<file path="src/rtl/avalon_wishbone_bridge.sv">
// Avalon-MM slave to Wishbone classic master bridge: one Avalon transfer becomes one
// Wishbone cycle, abandoned after pTIMEOUT cycles without ack, with a saturating timeout count.
module avalon_wishbone_bridge #(
   parameter int unsigned        pDWIDTH  = 32,
   parameter int unsigned        pAWIDTH  = 10,
   parameter int unsigned        pTIMEOUT = 255,
   parameter logic [pDWIDTH-1:0] pERRDATA = '1
) (
   input  logic               i_Clk,
   input  logic               i_Rst,
   input  logic               i_Read,
   input  logic               i_Write,
   input  logic [pAWIDTH-1:0] iv_Address,
   input  logic [pDWIDTH-1:0] iv_WriteData,
   output logic               o_WaitReq,
   output logic [pDWIDTH-1:0] ov_ReadData,
   output logic               o_WbClk,
   output logic               o_WbCyc,
   output logic               o_WbStb,
   output logic               o_WbWnR,
   output logic [pAWIDTH-1:0] ov_WbAddress,
   output logic [pDWIDTH-1:0] ov_WbWriteData,
   output logic [3:0]         o4_WbByteEn,
   input  logic               i_WbAck,
   input  logic [pDWIDTH-1:0] iv_WbReadData,
   output logic               o_TimeoutPulse,
   output logic [15:0]        ov16_TimeoutCnt
);

   typedef enum logic [1:0] {StIdle, StBus, StDone} state_e;

   localparam logic [15:0] TermCnt = 16'(pTIMEOUT - 1);

   state_e state_q, state_d;

   logic               cyc_q, cyc_d;
   logic               wait_req_q, wait_req_d;
   logic               pulse_q, pulse_d;
   logic               wnr_q;
   logic [pAWIDTH-1:0] addr_q;
   logic [pDWIDTH-1:0] wdata_q;
   logic [pDWIDTH-1:0] rdata_q;
   logic [15:0]        tmo_cnt_q;
   logic [15:0]        bus_ctr_q;

   logic req;
   logic ack_ev;
   logic tmo_ev;

   assign req    = i_Read | i_Write;
   assign ack_ev = (state_q == StBus) & i_WbAck;
   // An ack on the terminal cycle beats the timeout.
   assign tmo_ev = (state_q == StBus) & ~i_WbAck & (bus_ctr_q == TermCnt);

   always_ff @(posedge i_Clk) begin
      if (i_Rst) begin
         state_q <= StIdle;
      end else begin
         state_q <= state_d;
      end
   end

   always_comb begin
      state_d = state_q;
      unique case (state_q)
         StIdle:  if (req) state_d = StBus;
         StBus:   if (ack_ev || tmo_ev) state_d = StDone;
         StDone:  state_d = StIdle;
         default: state_d = StIdle;
      endcase
   end

   // Bus-facing controls are decoded from the next state so they come straight off flops.
   always_comb begin
      cyc_d      = (state_d == StBus);
      wait_req_d = (state_d != StDone);
      pulse_d    = tmo_ev;
   end

   always_ff @(posedge i_Clk) begin
      if (i_Rst) begin
         cyc_q      <= 1'b0;
         wait_req_q <= 1'b1;
         pulse_q    <= 1'b0;
         wnr_q      <= 1'b0;
         addr_q     <= '0;
         wdata_q    <= '0;
         rdata_q    <= '0;
         tmo_cnt_q  <= '0;
         bus_ctr_q  <= '0;
      end else begin
         cyc_q      <= cyc_d;
         wait_req_q <= wait_req_d;
         pulse_q    <= pulse_d;
         if (state_q == StIdle && req) begin
            wnr_q   <= i_Write;
            addr_q  <= iv_Address;
            wdata_q <= iv_WriteData;
         end
         if (state_q == StBus) begin
            bus_ctr_q <= bus_ctr_q + 16'd1;
         end else begin
            bus_ctr_q <= '0;
         end
         if (ack_ev && !wnr_q) begin
            rdata_q <= iv_WbReadData;
         end else if (tmo_ev && !wnr_q) begin
            rdata_q <= pERRDATA;
         end
         if (tmo_ev && tmo_cnt_q != 16'hFFFF) begin
            tmo_cnt_q <= tmo_cnt_q + 16'd1;
         end
      end
   end

   assign o_WbClk         = i_Clk;
   assign o_WaitReq       = wait_req_q;
   assign ov_ReadData     = rdata_q;
   assign o_WbCyc         = cyc_q;
   assign o_WbStb         = cyc_q;
   assign o_WbWnR         = wnr_q;
   assign ov_WbAddress    = addr_q;
   assign ov_WbWriteData  = wdata_q;
   assign o4_WbByteEn     = 4'hF;
   assign o_TimeoutPulse  = pulse_q;
   assign ov16_TimeoutCnt = tmo_cnt_q;

endmodule

</file>
<file path="config.mk">
export PLATFORM = sky130hd
export DESIGN_NAME = avalon_wishbone_bridge
export DESIGN_NICKNAME = d
export VERILOG_FILES = /design/src/rtl/avalon_wishbone_bridge.sv
export SDC_FILE = /design/constraint.sdc
export NUM_CORES = 1
export LEC_CHECK = 0
export ABC_AREA = 1
export BUFFER_PORTS_ARGS = -buffer_cell sky130_fd_sc_hd__buf_2
export CAP_MARGIN = 40
export CORE_MARGIN = 2
export CORE_UTILIZATION = 25
export DETAILED_ROUTE_END_ITERATION = 12
export SLEW_MARGIN = 20
export SYNTH_ARGS = -nofsm -noshare
export SYNTH_HDL_FRONTEND = slang
export SYNTH_SLANG_ARGS = --single-unit
</file>
<file path="constraint.sdc">
create_clock -name i_Clk -period 1.8 [get_ports i_Clk]
set_input_delay 0.36 -clock i_Clk [delete_from_list [all_inputs] [get_ports i_Clk]]
set_output_delay 0.36 -clock i_Clk [all_outputs]
set_load 0.02 [all_outputs]
</file>
Word level (Yosys, flattened, before mapping)
Index checks and enable logic that the tools add are counted.

word-level totals
  memories kept = 0
  word-level logic and storage cells = 37
  latch bits = 0
  ROM bits = 0
  input port bits = 79
  memory bits (writable) = 0
  register bits = 112

operators by class
  div/mod/pow operators = 0
  shifts and indexed selects = 0
  $mul = 0
  equality and inequality tests = 5
  reduce and logical (&&, ||, !) cells = 9
  bitwise gates (word level) = 6
  order comparisons = 0
  $add $sub $neg = 2
  multiplexer cells = 5

operators by type and width
  cell                                            number
  2-to-1 mux 32 bit                               2
  adder 16 x 1 -> 16 bit, second input constant   2
  == test 16 x 8 -> 1 bit, second input constant  1
  != test 16 bit, second input constant           1
  == test 2 x 1 -> 1 bit, second input constant   2
  logical AND 1 bit                               4
  2-to-1 mux 2 bit                                2
  one-hot mux 2 bit (2 select lines)              1
  bitwise AND 1 bit                               3
  zero test 2 bit                                 1
  != test 2 bit, second input constant            1
  inverter 1 bit                                  2
  nonzero test 2 bit                              1
  OR reduction 2 bit                              1
  zero test 1 bit                                 1
  logical OR 1 bit                                1
  bitwise OR 1 bit                                1

Longest topological paths before layout
  depth after elaboration = 7
  depth in mapped cells = 13

==> flow_metrics.tcl <==
set metrics [dict create \
    outcome "complete, no violations" \
    hold_class "primary input to flip-flop" \
    antenna_left 0 \
    worstPathArrival_ns 1.30 \
    avgSynthCellArea_um2 6.801 \
    report.final.slew_viol_count 0 \
    die_w_um 145.6 \
    core-area_um2 19590 \
    r2r-start "bus_ctr_q[0]" \
    grt_pass1_wl_mm 21.82 \
    dieArea_um2 21200 \
    clk-insertion-delay-late_ns 0.47 \
    drive_gt1_frac 0.2622 \
    fin_ws_ns 0.1422 \
    synthFlopType "dfxtp_1" \
    async_reset_ff_frac 0 \
    tns_ns 0 \
    hold_buffers 0 \
    crit_path_end "o_WbClk" \
    worstPathRequired_ns 1.44 \
    fp.dieH_um 145.6 \
    postCtsSetupBuffers 0 \
    peakVddDrop_mv 0.6299 \
    dp_slack_ns 0.1802 \
    core.rowCount 51 \
    grt_usage 0.1270 \
    critPathCaptureType "output pin" \
    worstSetupPathType "clock port to output pin" \
    reg2reg_depth 13 \
    cp_max_fo 2 \
    overflow 0 \
    layout_common_cells "174 x buf_2, 152 x nand2_1, 135 x inv_1, 123 x nor2_1, 112 x dfxtp_1" \
    power_density_nw_per_um2 910.5 \
    total_power_mw 6.045 \
    yosysSeqAreaShare 0.4473 \
    port_buffers 174 \
    yosysWarnings 0 \
    ys_types 29 \
    grt_util_met2 0.2033 \
    netlist_area_um2 5012 \
    crit_start "i_Clk" \
    io_pins 179 \
    final_nets 1000 \
    drv_cap 0 \
    grt_pass1_vias 4458 \
    met3_usage 0.04326 \
    routed_wl_mm 13.33 \
    antenna_cells 0 \
    fin_area_um2 6639 \
    top_usage_layer "met2" \
    synth_seq_cells 112 \
    syn_inst 737 \
    fin_cells 1188 \
    first_pass_iters 4 \
    antenna_found_initial 0 \
    cts_resized 0 \
    rrSetupSlack_ns 0.21 \
    worstSetupStartpointType "clock port" \
    drc 0 \
    placed_cells 1169 \
    final_common_cell "buf_2" \
    wl_per_cell_um 11.22 \
    routabilityCongestion 0.7959 \
    r2r_end "ov_ReadData[8]" \
    setup_viol 0 \
    syn_to_final_growth_pct 32.45 \
    initial_core_util 0.2559 \
    cts_tree "built" \
    finalHoldViolations 0 \
    route.vias.total 4799 \
    p_leak_nw 3.572 \
    dpl_cell_area_um2 6255 \
    vias_per_cell 4.040 \
    final.setup_skew_ns 0.01186 \
    drtIter0Drc 232 \
    grt_max_degree 77 \
    whs_ns 0.1395 \
    final_util 0.3389 \
    path_clk_slew_ns 0.07 \
    synth_enable_flop_cells 0 \
    use_met1 0.1545 \
    dp_hpwl_mm 9.514 \
    rsz0062_at_grt "false" \
]
-- synthesized netlist by cell type, types with 3 or more instances --
master	instances	share of area
buf_6	4	0.0090
ha_1	3	0.0075
xnor2_1	3	0.0052
xor2_1	6	0.010
nor2_1	125	0.094
nand3_1	23	0.023
nand2_2	6	0.0075
clkbuf_1	21	0.016
dfxtp_1	112	0.45
nor2_4	5	0.011
a21oi_2	3	0.0052
nand2_1	152	0.11
o21ai_0	79	0.079
inv_1	136	0.10
a21oi_1	26	0.026
nand4_1	8	0.010
buf_4	6	0.0090
nand3_2	3	0.0060
inv_2	3	0.0022
-- logic make-up after synthesis --
kind of cell / after synthesis / share of synthesized area
flip-flops: 112 / 0.4473
AND/OR/NAND/NOR: 329 / 0.2751
other: 1 / 0.0007482
buffers and inverters: 173 / 0.1403
XOR/XNOR: 9 / 0.01573
AO/OA/AOI/OAI: 110 / 0.1133
adder cells (fa/ha/maj): 3 / 0.007490
-- worst min path at each step --
stage | startpoint | to | slack [ns] | depth (start not counted)
finish | i_Rst | o_WbWnR | 0.14 | 2
global route | i_Rst | o_WbWnR | 0.12 | 2
CTS | i_Rst | o_WbWnR | 0.12 | 2
detailed placement | ov_WbWriteData[7] | ov_WbWriteData[7] | 0.47 | 2
floorplan | bus_ctr_q[0] | bus_ctr_q[0] | 0.44 | 1
global placement | ov_WbWriteData[29] | ov_WbWriteData[29] | 0.46 | 2
-- cell type report --
type                            instances  area [um^2]
Fill cell                            2150        12950
Sequential cell                       112         2242
Multi-Input combinational cell        455         2091
Timing Repair Buffer                  195         1072
Inverter                              141        529.3
Clock buffer                           17        350.3
Tap cell                              265        331.6
Clock inverter                          3        22.52
-- worst max-delay path: stages --
cell and delay (ns):
clkbuf_16 0.12, clkbuf_16 0.13, buf_2 0.15
-- flip-flops by register name (all words and copies together) (netlist names) --
| name | cells |
|---|---|
| o_WaitReq | 1 |
| state_q | 2 |
| o_WbWnR | 1 |
| o_TimeoutPulse | 1 |
| o_WbCyc | 1 |
| ov_WbAddress | 10 |
| ov16_TimeoutCnt | 16 |
| bus_ctr_q | 16 |
| ov_ReadData | 32 |
| ov_WbWriteData | 32 |
-- per-layer routing --
metal | wire length (um) | vias up
met1 | 6176 | 2057
li1 | - | 2573
met2 | 5999 | 148
met3 | 866 | 21
met5 | 0 | -
met4 | 283 | 0
-- power breakdown --
group	internal [mW]	leakage (nW)	switching, mW
clock	1.36	0.187	1.03
combinational	0.327	2.47	0.609
sequential	2.64	0.918	0.0783
total	4.33	3.57	1.72
(Power assumes the default switching activity.)
